[config.mk]
export PLATFORM = sky130hd
export DESIGN_NAME = exp_range_reduce_flat
export DESIGN_NICKNAME = d
export VERILOG_FILES = /design/src/rtl/exp_range_reduce_if.sv /design/src/rtl/exp_range_reduce.sv /design/src/flat_wrapper.sv
export SDC_FILE = /design/constraint.sdc
export NUM_CORES = 1
export LEC_CHECK = 0
export ABC_AREA = 1
export CAP_MARGIN = 25
export CORE_AREA = 4 4 96 98
export DETAILED_ROUTE_END_ITERATION = 8
export DIE_AREA = 0 0 100 102
export HOLD_SLACK_MARGIN = 0.12
export PLACE_DENSITY = 0.83
export SKIP_LAST_GASP = 1
export SYNTH_ARGS = -nofsm -noshare
export SYNTH_HDL_FRONTEND = slang
export SYNTH_SLANG_ARGS = --single-unit
[constraint.sdc]
create_clock -name clk -period 5 [get_ports clk]
set_input_delay 1 -clock clk [delete_from_list [all_inputs] [get_ports clk]]
set_output_delay 1 -clock clk [all_outputs]
set_load 0.01 [all_outputs]
[src/rtl/exp_range_reduce_if.sv]
// Handshake bundle between the integer-select stage, the range-reduction stage and
// the residual-exponential evaluator: (x, k) in, (k, r, ovf) out.
interface exp_range_reduce_if;
   logic        in_valid;
   logic        in_ready;
   logic [14:0] in_data;
   logic [4:0]  in_k;
   logic        out_valid;
   logic        out_ready;
   logic [4:0]  out_k;
   logic [17:0] out_r;
   logic        out_ovf;

   modport master (
      output in_valid, in_data, in_k, out_ready,
      input  in_ready, out_valid, out_k, out_r, out_ovf
   );

   modport slave (
      input  in_valid, in_data, in_k, out_ready,
      output in_ready, out_valid, out_k, out_r, out_ovf
   );
endinterface

[src/rtl/exp_range_reduce.sv]
// Exp range reduction: r = x - k*ln2 so that e^x = 2^k * e^r.
// Two-stage valid/ready pipeline with full backpressure; no comb path from in_* to out_*.
module exp_range_reduce #(
   parameter int unsigned LN2_Q16 = 45426,
   parameter int unsigned K_MAX   = 20
) (
   input logic               clk,
   input logic               rst,
   exp_range_reduce_if.slave bus
);

   localparam logic [4:0]  k_max_c = 5'(K_MAX);
   localparam logic [17:0] ln2_c   = 18'(LN2_Q16);

   logic        s1_valid;
   logic [17:0] s1_xe;
   logic [4:0]  s1_k;
   logic        s1_ovf;
   logic [17:0] s1_p;

   logic        s2_valid;
   logic [4:0]  out_k_q;
   logic [17:0] out_r_q;
   logic        out_ovf_q;

   logic        s1_adv;
   logic        in_ready;
   logic        in_xfer;
   logic        in_ovf;
   logic [4:0]  in_ksel;

   always_comb begin
      s1_adv   = s1_valid & (~s2_valid | bus.out_ready);
      in_ready = ~s1_valid | s1_adv;
      in_xfer  = bus.in_valid & in_ready;
      in_ovf   = (bus.in_k == 5'd0) | (bus.in_k > k_max_c);
      in_ksel  = in_ovf ? 5'd0 : bus.in_k;
   end

   // The residual of a legal argument always fits in 18 signed bits, so only the low
   // 18 bits of x and k*ln2 are kept; modular subtraction then yields r exactly.
   always_ff @(posedge clk) begin
      if (rst) begin
         s1_valid <= 1'b0;
         s1_xe    <= '0;
         s1_k     <= '0;
         s1_ovf   <= 1'b0;
         s1_p     <= '0;
      end else begin
         if (in_xfer) begin
            s1_valid <= 1'b1;
            s1_xe    <= 18'({bus.in_data, 5'b0});
            s1_k     <= in_ksel;
            s1_ovf   <= in_ovf;
            s1_p     <= 18'(in_ksel) * ln2_c;
         end else if (s1_adv) begin
            s1_valid <= 1'b0;
         end
      end
   end

   always_ff @(posedge clk) begin
      if (rst) begin
         s2_valid  <= 1'b0;
         out_k_q   <= '0;
         out_r_q   <= '0;
         out_ovf_q <= 1'b0;
      end else begin
         if (s1_adv) begin
            s2_valid  <= 1'b1;
            out_k_q   <= s1_k;
            out_r_q   <= s1_ovf ? 18'd0 : (s1_xe - s1_p);
            out_ovf_q <= s1_ovf;
         end else if (bus.out_ready) begin
            s2_valid <= 1'b0;
         end
      end
   end

   assign bus.in_ready  = in_ready;
   assign bus.out_valid = s2_valid;
   assign bus.out_k     = out_k_q;
   assign bus.out_r     = out_r_q;
   assign bus.out_ovf   = out_ovf_q;

endmodule

[src/flat_wrapper.sv]
// flat-port wrapper written by rule: the top's interface ports become plain ports
module exp_range_reduce_flat 
#(
   parameter int unsigned LN2_Q16 = 45426,
   parameter int unsigned K_MAX   = 20
)
  (clk, rst, bus_in_valid, bus_in_data, bus_in_k, bus_out_ready, bus_in_ready, bus_out_valid, bus_out_k, bus_out_r, bus_out_ovf);
  exp_range_reduce_if bus_i ();
  input logic clk;
  input logic rst;
  input wire logic [$bits(bus_i.in_valid)-1:0] bus_in_valid;
  input wire logic [$bits(bus_i.in_data)-1:0] bus_in_data;
  input wire logic [$bits(bus_i.in_k)-1:0] bus_in_k;
  input wire logic [$bits(bus_i.out_ready)-1:0] bus_out_ready;
  output wire logic [$bits(bus_i.in_ready)-1:0] bus_in_ready;
  output wire logic [$bits(bus_i.out_valid)-1:0] bus_out_valid;
  output wire logic [$bits(bus_i.out_k)-1:0] bus_out_k;
  output wire logic [$bits(bus_i.out_r)-1:0] bus_out_r;
  output wire logic [$bits(bus_i.out_ovf)-1:0] bus_out_ovf;
  assign bus_i.in_valid = bus_in_valid;
  assign bus_i.in_data = bus_in_data;
  assign bus_i.in_k = bus_in_k;
  assign bus_i.out_ready = bus_out_ready;
  assign bus_in_ready = bus_i.in_ready;
  assign bus_out_valid = bus_i.out_valid;
  assign bus_out_k = bus_i.out_k;
  assign bus_out_r = bus_i.out_r;
  assign bus_out_ovf = bus_i.out_ovf;
  exp_range_reduce #(.LN2_Q16(LN2_Q16), .K_MAX(K_MAX)) u_core (.clk(clk), .rst(rst), .bus(bus_i));
endmodule
==> impl_results.md, run 1 <==
- Status: finished clean
- Number of nets in the layout: 709
- Root buffer cell: clkbuf_8
- Post-CTS Resized: 0
- Setup repair bufs after CTS: 0
- Fraction of layout instances using a drive strength above 1: 0.0966
- Vias: 3,836
- Endpoint type of the worst setup path: flop
- I/O pin count: 50
- Die height: 102 um
- Final hold vios: 0
- Drt drc: 0
- # hold bufs at CTS: 0
- Yosys top cell by area: dfxtp_1
- Vias per cell: 5.11
- Max Slew Vio Count: 0
- CP bufs+invs: 4
- Startpoint types: input port
- Setup TNS: 0 ns
- Ant. Diodes: 0
- First-pass GRT wire length: 15.7 mm
- Fin cells: 750
- Max_slew headroom: 0.526
- Vias in the first global route: 3,562
- Post-route minimum period: 4.34 ns
- Post-DRT Antenna Nets: 0
- Chip width: 100 um
- Max-Cap Viols: 0
- Tot Pwr: 1.68 mW
- Clock skew: 0.0106 ns
- Tcrit/Tclk final: 0.869
- Initial core utilization: 0.480
- Global route overflow: 0
- Hpwl dp: 7.31 mm
- Post-synthesis sequential area ratio: 0.286
- FP Rows: 34
- Critical path arrival: 4.59 ns
- Max VDD drop: 155 uV
- Aggregate global-route resource usage: 0.190
- Critical-path top delay cell: fa_1
- Area Overhead vs Synth: 19.3%
- Drt first pass iters: 4
- H-Tree Depth: 3
- Core Util, Final: 0.572
- Net count after synthesis: 665
- Crit path required time: 5.25 ns
- Clock Tree Buf Depth: 2
- CTS tree: yes
- Initial antenna violation count: 0
- Detailed Route Iter0 Violations: 198
- Drt total wl: 9.40 mm
- Number of synthesized register bits: 58
- Largest net degree at the start of global routing: 37
- Synth top area cells: dfxtp_1 (29%), ha_1 (12%), nand2_1 (11%), inv_1 (8.8%), a21oi_1 (6.9%)
- CTS clk-pin slew, worst paths: 0.07 ns
- Slew of the pin with the lowest slew margin: 0.711 ns
- CTS Sinks: 58
- Largest stage delay, worst path: 0.55 ns
- Syn Area/Cell: 6.85 um^2
- Setup violations, final: 0
- Wire length per cell: 12.5 um
- WS Path Type: input port to flop
- Most common cell on crit path: nand2_1
- Kind of cell adding the most delay to the critical path: adder cells
- HP Class: flop to flop
- CP Max Fanout: 4
- PD cells: 347 nW/um^2
- Cells after Synth: 593
- Synth top area share: 0.286
- CTS Buf Count: 9
- Placed cells: 734
- Achievable frequency: 230 MHz
- Crit-path cells: clkdlybuf4s50_1 > nor2_1 > a211o_1 > nand2_1 > inv_1 > nand2_1 > fa_1 > inv_1 > ha_1 > fa_1 > ha_1 > a21oi_1 > nand2_1 > nand2_1 > nand2_1 > nand2_1 > nand3_1 > o211ai_1 > inv_1
- Total core area: 8470 um^2
- Leak: 2.41 nW
- RSZ-0062 raised after global routing: false
- YS warnings: 0
- Netlist cell types: 32
- Hold slack: 0.464 ns
- Global placement routability congestion: 0.896
- Filler cells: 774
- PortBufs: 46
- Worst skew pair latency: 0.36 ns
- Die Footprint: 10,200 um^2
- Synthesized area: 4060 um^2
- Storage cell area: 1160 um^2
- Footprint of the multi-input gates: 2430 um^2
-- placed cells by master, fill, tap and decap left out, drive strengths merged, types with 8 or more instances in the layout --
master / count
fa: 8
nor2: 67
nand2: 134
nand3: 34
dfxtp: 58
inv: 105
o21ai: 44
a21oi: 61
ha: 40
clkdlybuf4s50: 46
clkbuf: 9
-- layout make-up --
type,count,area share
Multi-Input combinational cell,415,0.501
Sequential cell,58,0.240
Timing Repair Buffer,49,0.0997
Inverter,104,0.0806
Tap cell,108,0.0279
Clock inverter,7,0.0258
Clock buffer,9,0.0256
-- per-layer routing --
layer	global-route usage	routed length (um)	up-vias
met3	0.0430	404	14
met1	0.226	4060	1771
met2	0.344	4820	83
met4	0.0570	125	0
met5	0	0	-
li1	-	-	1968
-- cells in the mapped netlist, drive strengths merged --
library cell,number
clkbuf,4
a211o,1
nor2,67
o211ai,1
buf,12
nand3,34
a31oi,1
dfxtp,58
or2,1
a21oi,61
nand2,134
nand3b,4
xor2,6
conb,1
xnor2,2
o21ai,44
inv,104
a21o,1
nand4,6
fa,8
ha,40
nor3,3
-- per-stage QoR --
| step | worst slack (ns) | cell area [um^2] |
|---|---|---|
| after CTS | 0.662 | 4850 |
| after floorplan | 0.956 | 4060 |
| final | 0.655 | 4850 |
| after global routing | 0.415 | 4850 |
| after global placement | 0.396 | 4600 |
| after detailed placement | 0.310 | 4600 |
-- kinds of logic after synthesis --
family / share of synthesized area
other: 0.000923
xor gates and xnor gates: 0.0172
buffers and inverters: 0.117
DFF: 0.286
AOI/OAI and AO/OA: 0.141
adders and majority gates: 0.163
and+or+nand+nor: 0.275
-- worst reg2reg max path, delay by kind of cell, from the launching register on --
kind | cells | cell delay [ns]
flip-flops | 1 | 0.34
AND/OR/NAND/NOR | 3 | 0.62
AO/OA/AOI/OAI | 1 | 0.12
buffers and inverters | 2 | 0.64
-- flip-flops by register name (all words and copies together), names as in the netlist --
signal / flops
u_core.bus.out_k: 5
u_core.s1_valid: 1
u_core.s1_xe: 13
u_core.bus.out_valid: 1
u_core.bus.out_r: 17
u_core.s1_k: 5
u_core.s1_p: 14
u_core.s1_ovf: 1
u_core.bus.out_ovf: 1
-- final timing paths --
path / from / to / slack, ns / depth (start not counted)
worst min register to register: u_core.bus.out_r[6]$_SDFFE_PP0P_ / u_core.bus.out_r[6]$_SDFFE_PP0P_ / 0.46 / 2
worst max register to register: u_core.bus.out_valid$_SDFFE_PP0P_ / u_core.s1_p[13]$_SDFFE_PP0P_ / 3.17 / 6
worst min-delay path: u_core.bus.out_r[6]$_SDFFE_PP0P_ / u_core.bus.out_r[6]$_SDFFE_PP0P_ / 0.46 / 2
worst max-delay path: bus_in_k[1] / u_core.s1_p[13]$_SDFFE_PP0P_ / 0.66 / 19
-- report_power, final --
group,total (mW),switching [mW],internal (mW)
sequential,0.527,0.0221,0.505
clock,0.549,0.214,0.335
combinational,0.607,0.373,0.234
Note: power is estimated with default switching activity, not from simulation.
==> run 2: changes to the inputs <==
- CTS_BUF_LIST: not set -> sky130_fd_sc_hd__clkbuf_16
- SETUP_SLACK_MARGIN: not set -> 0.05
==> impl_results.md, run 2 (synthesized netlist as in run 1, its figures left out) <==
- Status: finished clean (unchanged)
- Max_slew headroom: 0.535 (was 0.526)
- CP Max Fanout: 4 (unchanged)
- Worst reg2reg path startpoint: u_core.bus.out_valid$_SDFFE_PP0P_ (unchanged)
- Crit-path cells: clkdlybuf4s50_1 > nor2_1 > a211o_1 > nand2_1 > inv_1 > nand2_1 > fa_1 > inv_1 > ha_1 > fa_1 > ha_1 > a21oi_1 > nand2_1 > nand2_1 > nand2_1 > nand2_1 > nand3_1 > o211ai_1 > inv_1 (unchanged)
- Reg2reg setup slack: 3.18 ns (was 3.17 ns)
- Largest net degree at the start of global routing: 37 (unchanged)
- Root buffer cell: clkbuf_16 (was clkbuf_8)
- Die height: 102 um (unchanged)
- PortBufs: 46 (unchanged)
- Aggregate global-route resource usage: 0.193 (was 0.190)
- Max-Cap Viols: 0 (unchanged)
- Largest stage delay, worst path: 0.55 ns (about the same)
- Hpwl dp: 7.31 mm (unchanged)
- Crit path depth: 19 (unchanged)
- Vias per cell: 5.17 (was 5.11)
- # hold bufs at CTS: 0 (unchanged)
- Clock skew: 0.00567 ns (was 0.0106 ns)
- WS Path Type: input port to flop (unchanged)
- Setup crit start: bus_in_k[1] (unchanged)
- Initial antenna violation count: 0 (unchanged)
- Fraction of layout instances using a drive strength above 1: 0.0966 (unchanged)
- Detailed Route Iter0 Violations: 189 (was 198)
- Slew of the pin with the lowest slew margin: 0.697 ns (was 0.711 ns)
- Total core area: 8470 um^2 (unchanged)
- Most frequent cells in the layout: nand2_1 (121), inv_1 (95), nor2_1 (60) (unchanged)
- I/O pin count: 50 (unchanged)
- Die Footprint: 10,200 um^2 (unchanged)
- CTS tree: yes (unchanged)
- Final hold vios: 0 (unchanged)
- FP Rows: 34 (unchanged)
- Tcrit/Tclk final: 0.870 (was 0.869)
- Wire length per cell: 12.8 um (was 12.5 um)
- Setup repair bufs after CTS: 0 (unchanged)
- H-Tree Depth: 3 (unchanged)
- Drt first pass iters: 5 (was 4)
- Filler cells: 751 (was 774)
- Drt drc: 0 (unchanged)
- Max Slew Vio Count: 0 (unchanged)
- Critical path arrival: 4.57 ns (was 4.59 ns)
- Critical Path Sink: u_core.s1_p[13]$_SDFFE_PP0P_ (unchanged)
- CTS Buf Count: 9 (unchanged)
- Global placement routability congestion: 0.896 (unchanged)
- Max VDD drop: 195 uV (was 155 uV)
- PD cells: 375 nW/um^2 (was 347 nW/um^2)
- Achievable frequency: 230 MHz (about the same)
- Global route overflow: 0 (unchanged)
- Chip width: 100 um (unchanged)
- Endpoint type of the worst setup path: flop (unchanged)
- Vias in the first global route: 3,588 (was 3,562)
- CTS Sinks: 58 (unchanged)
- Startpoint types: input port (unchanged)
- Leak: 2.45 nW (was 2.41 nW)
- Post-route minimum period: 4.35 ns (was 4.34 ns)
- Worst skew pair latency: 0.33 ns (was 0.36 ns)
- Most common cell on crit path: nand2_1 (unchanged)
- Post-DRT Antenna Nets: 0 (unchanged)
- Crit path required time: 5.22 ns (was 5.25 ns)
- Number of nets in the layout: 709 (unchanged)
- Core Util, Final: 0.584 (was 0.572)
- Commonest non-fill, non-tap cell in the layout: nand2_1 (unchanged)
- Setup violations, final: 0 (unchanged)
- Vias: 3,879 (was 3,836)
- CP bufs+invs: 4 (unchanged)
- Ant. Diodes: 0 (unchanged)
- Area Overhead vs Synth: 21.8% (was 19.3%)
- Post-CTS Resized: 0 (unchanged)
- Critical-path top delay cell: fa_1 (unchanged)
- CTS clk-pin slew, worst paths: 0.05 ns (was 0.07 ns)
- RSZ-0062 raised after global routing: false (unchanged)
- Reg2reg path depth: 5 (was 6)
- Largest register FFs: 17 (unchanged)
- Drt total wl: 9.60 mm (was 9.40 mm)
- Kind of cell adding the most delay to the critical path: adder cells (unchanged)
- First-pass GRT wire length: 15.9 mm (was 15.7 mm)
- HP Class: flop to flop (unchanged)
- Setup TNS: 0 ns (unchanged)
- Reg-to-Reg End: u_core.s1_k[2]$_SDFFE_PP0P_ (was u_core.s1_p[13]$_SDFFE_PP0P_)
- Clock Tree Buf Depth: 2 (unchanged)
- Initial core utilization: 0.480 (unchanged)
[run 2: cell count changes in the layout (fill, tap and decap cells not counted)]
cell       before  now
clkbuf_16       0    9
clkbuf_8        9    0
[run 2: area by class of cell]
cell class / count / area (um^2) / share of cell area
Inverter: 104 / 390 / 0.0789
Sequential cell: 58 / 1160 / 0.235
Timing Repair Buffer: 49 / 483 / 0.0976
Multi-Input combinational cell: 415 / 2430 / 0.491
Tap cell: 108 / 135 / 0.0273
Clock inverter: 7 / 125 / 0.0253
Clock buffer: 9 / 225 / 0.0455
[run 2: stage by stage]
step	power (mW)	cell area (um^2)	std cells	setup slack, ns	hold slack, ns
after CTS	1.86	4950	750	0.634	0.466
after global placement	1.12	4600	734	0.396	0.452
after detailed placement	1.14	4600	734	0.310	0.457
final	1.86	4950	750	0.648	0.462
after floorplan	0.982	4060	593	0.956	0.435
after global routing	1.98	4950	750	0.373	0.487
[run 2: layer usage]
| metal | GRT usage | part of all wire | vias up | wire (um) |
|---|---|---|---|---|
| met1 | 0.230 | 0.42 | 1779 | 4070 |
| met4 | 0.0746 | 0.023 | 0 | 221 |
| li1 | - | - | 1977 | - |
| met5 | 0 | 0 | - | 0 |
| met2 | 0.345 | 0.50 | 99 | 4830 |
| met3 | 0.0348 | 0.050 | 24 | 478 |
[run 2: power by group]
group / total [mW] / internal, mW / switching, mW
sequential: 0.528 / 0.506 / 0.0225
clock: 0.719 / 0.490 / 0.228
combinational: 0.610 / 0.234 / 0.376
[run 2: how the worst min path moves through the flow]
stage                     depth (start not counted)                           endpoint                              start  slack (ns)
after CTS                                         2   u_core.bus.out_r[6]$_SDFFE_PP0P_   u_core.bus.out_r[6]$_SDFFE_PP0P_        0.47
final                                             2   u_core.bus.out_r[6]$_SDFFE_PP0P_   u_core.bus.out_r[6]$_SDFFE_PP0P_        0.46
after floorplan                                   2        u_core.s1_p[5]$_SDFFE_PP0P_        u_core.s1_p[5]$_SDFFE_PP0P_        0.44
after global placement                            2  u_core.bus.out_r[11]$_SDFFE_PP0P_  u_core.bus.out_r[11]$_SDFFE_PP0P_        0.45
after global routing                              2        u_core.s1_p[7]$_SDFFE_PP0P_        u_core.s1_p[7]$_SDFFE_PP0P_        0.49
after detailed placement                          2   u_core.bus.out_r[6]$_SDFFE_PP0P_   u_core.bus.out_r[6]$_SDFFE_PP0P_        0.46
[run 2: worst register-to-register path, delay by kind of cell (launching register included)]
kind	cells	cell delay, ns
buffers and inverters	1	0.41
AND/OR/NAND/NOR	2	0.56
flip-flops	1	0.37
AO/OA/AOI/OAI	2	0.34
